**config.mk**
```make
export PLATFORM = sky130hd
export DESIGN_NAME = rr_mux_sel_arbiter
export DESIGN_NICKNAME = d
export VERILOG_FILES = /design/src/rtl/rr_mux_sel_arbiter.sv
export SDC_FILE = /design/constraint.sdc
export NUM_CORES = 1
export LEC_CHECK = 0
export ABC_AREA = 1
export BUFFER_PORTS_ARGS = -buffer_cell sky130_fd_sc_hd__buf_2
export CAP_MARGIN = 20
export CORE_MARGIN = 2
export CORE_UTILIZATION = 50
export CTS_CLUSTER_SIZE = 24
export DETAILED_ROUTE_END_ITERATION = 8
export PLACE_DENSITY_LB_ADDON = 0.15
export SETUP_SLACK_MARGIN = 0.4
export SYNTH_ARGS = -nofsm -noshare
export SYNTH_HDL_FRONTEND = slang
export SYNTH_SLANG_ARGS = --single-unit
```
**constraint.sdc**
```tcl
create_clock -name CLK -period 4.94 [get_ports CLK]
set_input_delay 0.988 -clock CLK [delete_from_list [all_inputs] [get_ports CLK]]
set_output_delay 0.988 -clock CLK [all_outputs]
set_load 0.02 [all_outputs]
```
**src/rtl/rr_mux_sel_arbiter.sv**
```systemverilog
// rtl/rr_mux_sel_arbiter.sv - round-robin select arbiter for the 8-bit 4:1 datapath mux
module rr_mux_sel_arbiter #(
  parameter int CNT_W = 8
) (
  input  logic             CLK,
  input  logic             RST_N,
  input  logic [3:0]       REQ,
  input  logic             READY,
  output logic [1:0]       S,
  output logic             VALID,
  output logic [3:0]       GRANT,
  output logic [CNT_W-1:0] XFER_CNT
);

  typedef enum logic {
    ST_IDLE = 1'b0,
    ST_BUSY = 1'b1
  } state_t;

  state_t           r_state;
  state_t           w_state_nxt;
  logic [1:0]       r_s;
  logic [1:0]       w_s_nxt;
  logic             r_valid;
  logic             w_valid_nxt;
  logic [1:0]       r_ptr;
  logic [1:0]       w_ptr_nxt;
  logic [CNT_W-1:0] r_cnt;
  logic             w_cnt_inc;

  logic             w_transfer;
  logic [3:0]       w_s_onehot;
  logic [3:0]       w_req_masked;
  logic [1:0]       w_s_plus1;

  // First set bit of i_req, searching upward from i_start and wrapping at 3.
  function automatic logic [1:0] rr_pick(input logic [3:0] i_req, input logic [1:0] i_start);
    logic [1:0] w_idx;
    logic [1:0] w_pick;
    logic       w_found;
    w_pick  = i_start;
    w_found = 1'b0;
    for (int k = 0; k < 4; k++) begin
      w_idx = i_start + 2'(k);
      if (!w_found && i_req[w_idx]) begin
        w_pick  = w_idx;
        w_found = 1'b1;
      end
    end
    return w_pick;
  endfunction

  assign w_transfer   = r_valid & READY;
  assign w_s_onehot   = 4'b0001 << r_s;
  // The source being served is excluded so a held REQ cannot be re-served back-to-back.
  assign w_req_masked = REQ & ~w_s_onehot;
  assign w_s_plus1    = r_s + 2'd1;

  // Next-state and next-select decision for the two-state arbiter.
  always_comb begin
    w_state_nxt = r_state;
    w_s_nxt     = r_s;
    w_valid_nxt = r_valid;
    w_ptr_nxt   = r_ptr;
    w_cnt_inc   = 1'b0;
    case (r_state)
      ST_IDLE: begin
        if (|REQ) begin
          w_s_nxt     = rr_pick(REQ, r_ptr);
          w_valid_nxt = 1'b1;
          w_state_nxt = ST_BUSY;
        end
      end
      ST_BUSY: begin
        if (READY) begin
          w_ptr_nxt = w_s_plus1;
          w_cnt_inc = 1'b1;
          if (|w_req_masked) begin
            w_s_nxt = rr_pick(w_req_masked, w_s_plus1);
          end else begin
            w_valid_nxt = 1'b0;
            w_state_nxt = ST_IDLE;
          end
        end
      end
      default: begin
        w_valid_nxt = 1'b0;
        w_state_nxt = ST_IDLE;
      end
    endcase
  end

  // State, select, priority pointer and transfer counter registers.
  always_ff @(posedge CLK or negedge RST_N) begin
    if (!RST_N) begin
      r_state <= ST_IDLE;
      r_s     <= 2'd0;
      r_valid <= 1'b0;
      r_ptr   <= 2'd0;
      r_cnt   <= '0;
    end else begin
      r_state <= w_state_nxt;
      r_s     <= w_s_nxt;
      r_valid <= w_valid_nxt;
      r_ptr   <= w_ptr_nxt;
      if (w_cnt_inc) begin
        r_cnt <= r_cnt + CNT_W'(1);
      end
    end
  end

  assign S        = r_s;
  assign VALID    = r_valid;
  assign GRANT    = w_transfer ? w_s_onehot : 4'b0000;
  assign XFER_CNT = r_cnt;

endmodule
```
# ---- Word level (Yosys, flattened, before mapping)
# Index checks and enable logic that the tools add are counted.
dict set report op_classes {
  addsub 8
  order_cmp 8
  n_eq_ne 4
  n_shift 1
  n_mux 58
  n_bitwise 4
  reduce_logical 17
}
# op n
set ops {}
lappend ops {{$mux W1} 37}
lappend ops {{$lt A2 B3 Y1 const B} 8}
lappend ops {{$mux W2} 9}
lappend ops {{$bmux W1 S2} 8}
lappend ops {{$add A2 B2 Y2 const B} 4}
lappend ops {{$add A8 B1 Y8 const B} 1}
lappend ops {{$reduce_or A4 Y1} 2}
lappend ops {{$add A2 B1 Y2 const B} 3}
lappend ops {{$logic_and A1 B1 Y1} 6}
lappend ops {{$logic_not A1 Y1} 6}
lappend ops {{$ne A2 B2 Y1 const B} 3}
lappend ops {{$reduce_and A3 Y1} 2}
lappend ops {{$and A4 B4 Y4} 1}
lappend ops {{$mux W4} 1}
lappend ops {{$not A4 Y4} 1}
lappend ops {{$pmux W1 S2} 2}
lappend ops {{$pmux W2 S2} 1}
lappend ops {{$shl A1 B2 Y4 const A} 1}
lappend ops {{$ne A2 B1 Y1 const B} 1}
lappend ops {{$reduce_and A2 Y1} 1}
lappend ops {{$and A1 B1 Y1} 1}
lappend ops {{$not A1 Y1} 1}
dict set report word_totals {
  regBits 14
  inputBits 7
  out_inout_bits 15
  elab_cells 105
}

# ---- Logic depth before layout (Yosys ltp)
dict set report logic_depth {
  word_depth 27
  depth_mapped 17
  depth_no_buf 16
}

# ---- Worst setup path after synthesis
# Ideal clock, no wire load.
dict set report synth_path {
  path_type {input to output}
  startpoint {input port READY}
  endpoint {output port GRANT[0]}
  t_arrival_ns 1.366
  required_time_ns 3.952
  path_slack_ns 2.586
  path_stages 2
  path_buffers 0
  path_cell_list {nand2_1 > nor2_1}
}
dict set report synth_via {
  elab_chain_len 2
}
# item line
set synth_lines {}
lappend synth_lines {{start, declared} 8} ;# input logic READY,
lappend synth_lines {{$and A1 B1 Y1} 53} ;# assign w_transfer = r_valid & READY;
lappend synth_lines {{$mux W4} 114} ;# assign GRANT = w_transfer ? w_s_onehot : 4'b0000;
lappend synth_lines {{end, declared} 11} ;# output logic [3:0] GRANT,
# Every way passes these cells.

# ---- Final worst setup path
dict set report layout_path {
  startpoint {register r_s[0] (netlist: S[0])}
  endpoint {output port GRANT[0]}
}
dict set report layout_via {
  elab_chain_len 2
}
# item line
set layout_lines {}
lappend layout_lines {{start, declared} 22} ;# logic [1:0] r_s;
lappend layout_lines {{start signal, assigned} 103} ;# r_s <= w_s_nxt;
lappend layout_lines {{$shl A1 B2 Y4} 54} ;# assign w_s_onehot = 4'b0001 << r_s;
lappend layout_lines {{$mux W4} 114}
# Every way passes these cells.

==> run_results.csv <==
group,metric,value,unit
sta,hold_viol,0,
routing,ant_nets,0,
worst_setup_path,crit_type,"flop to output pin",
sta,drv_slew,0,
die,die_w,52.9,µm
clocking,ctsHoldBuffers,0,
logic_synthesis,synth_top_area_share,0.293,
grt,grt_pass1_vias,1154,
flow_run,drv_cap,0,
sta,setup_viol,0,
sta,skew,0.787,ps
grt,grt_max_degree,15,
die,ios,22,
pwr,leakage,0.780,nW
sta,holdWs,469,ps
die,num_rows,17,
clocking,cts.sinks,14,
pwr,p_per_area,764,nW/µm²
die,fp.dieH,52.9,µm
clocking,clockBufferDepth,2,
logic_synthesis,synth_cell_types,22,
layout,design_area,1340,µm²
pwr,peakVddDrop,0.420,mV
routing,vias,1218,
logic_synthesis,syn_nets,199,
logic_synthesis,synthFlopType,"dfrtp_1",
grt,antenna_found_initial,0,
sta,fin_crit,2630,ps
worst_setup_path,cp.arrival,1640,ps
logic_synthesis,avgSynthCellArea,6.39,µm²
routing,routed_wl,2.75,mm
worst_setup_path,crit_start,"S[0]",
hold_path,hold_class,"flop to flop",
logic_synthesis,synth_edf_count,0,
clocking,clk-insertion-delay-late,280,ps
die,fp.coreArea,2230,µm²
clocking,cts_tree,"yes",
grt,grtUsageTotal,0.234,
clocking,cts_buffers,3,
run_status,status,"finished, final reports clean",
logic_synthesis,yosysMostFrequentCell,"nand2_1",
placed_design,port_buffers,21,
sta,slew_headroom,0.643,
sta,finalCritPeriodShare,0.532,
logic_synthesis,synth_cells,187,
logic_synthesis,yosys-top-cells-area,"dfrtp_1, nand2_1, nand3_1",
grt,gr-total-overflow,0,
layout,drive_above_1_share,0.206,
sta,worst_pin_slew,536,ps
worst_setup_path,r2r-end,"S[0]",
worst_setup_path,ff2ff_setup_slack,2560,ps
die,dieArea,2800,µm²
clocking,clk_pin_slew_worst_paths,80,ps
logic_synthesis,async_reset_ff_frac,1.00,
logic_synthesis,synth_common_cells,"nand2_1, nand3_1, inv_1",
worst_setup_path,cp-end-kind,"output pin",
placed_design,finalWeightedCongestion,0.856,
placed_design,place.detailed.hpwl,2.18,mm
sta,setup_tns,0,ps
grt,grt_pass1_wl,4.89,mm
worst_setup_path,crit_required,3950,ps
logic_synthesis,yosys_warnings,0,
logic_synthesis,yosysSeqAreaShare,0.293,
logic_synthesis,synth_top_area_cell,"dfrtp_1",
logic_synthesis,synth_seq_cells,14,
worst_setup_path,rr_startpoint,"S[0]",
worst_setup_path,crit_path_end,"GRANT[0]",
routing,wire_per_inst,11.6,µm
layout,area.growth.synth_to_final,12.0,%
worst_setup_path,rr_worst_depth,14,
clocking,htreeDepth,1,
clocking,ctsResizeCount,0,
sta,fmax,0.380,GHz
routing,drt_pass1_iterations,4,
clocking,cts_root_buf,"clkbuf_4",
die,start_util,0.535,
worst_setup_path,start_kind,"flop",
placed_design,placed_area,1320,µm²
layout,nets,223,
worst_setup_path,crit_fanout,12,
sta,rsz0062_at_grt,"no",
routing,drt_iter0_drc,27,
routing,drc_errors,0,
routing,viasPerCell,5.14,
logic_synthesis,syn_area,1190,µm²
clocking,post_cts_buffers,0,
layout,antenna_cells,0,
[critical path, stage by stage, from the launching register on]
cell     delay, ps
dfrtp_1        680
inv_6          100
ha_1           250
inv_1          110
nor2_1          60
buf_2          150
[layout by cell type (no fill, tap or decap), drive strengths merged, types with 4 or more instances in the layout]
cell / instances
xnor2: 4
nand3: 26
nor2: 13
o21ai: 9
dfrtp: 14
nand2: 78
ha: 5
buf: 21
inv: 26
[worst min-delay path by stage]
stage | end | start | cells past startpoint
final | XFER_CNT[7] | XFER_CNT[7] | 1
after floorplan | r_ptr[1] | r_ptr[1] | 2
after global routing | XFER_CNT[7] | XFER_CNT[7] | 1
after global placement | XFER_CNT[7] | XFER_CNT[7] | 1
after detailed placement | XFER_CNT[7] | XFER_CNT[7] | 1
after CTS | XFER_CNT[7] | XFER_CNT[7] | 1
[report_power, final]
group          internal, mW  switching, mW
Sequential            0.165         0.0741
Combinational         0.242          0.478
Clock                0.0283         0.0354
Total                 0.435          0.588
[logic make-up (layout without fill, tap and decap cells)]
logic type      Yosys count  count (layout)  synth area share
flops                    14              14             0.293
simple gates            120             120             0.442
xor+xnor                  6               6            0.0440
fa+ha+maj                 5               5            0.0524
compound gates           14              14            0.0670
buf+inv                  28              50             0.102
[per-stage QoR]
step,std cells,power [mW],utilization,setup WS [ps]
2_1_floorplan,187,0.801,-,2590
3_3_place_gp,234,0.926,0.589,2510
3_5_place_dp,234,0.954,0.589,2480
4_1_cts,237,1.02,0.599,2360
5_1_grt,237,1.14,0.599,2240
6_report,237,1.02,0.599,2310
[cell type report]
cell class	instances	area, µm²
inverters	26	103
clock buffers	3	22.5
well taps	28	35.0
fillers	228	895
flip-flops and latches	14	350
multi-input cells	145	723
repair buffers	21	105
[metal layers]
layer  global-route usage  routed length [µm]  vias up  share of wire
met3               0.0508                 165        0          0.060
met1                0.319                1340      546           0.49
met4               0.0470                   0        0              0
met5                    0                   0        -              0
li1                     -                   -      631              -
met2                0.381                1250       41           0.45
[sequential cells by signal, summed over array words and instances, names as in the netlist]
signal    cells
r_state       1
VALID         1
r_ptr         2
S             2
XFER_CNT      8
(Power assumes the default switching activity.)
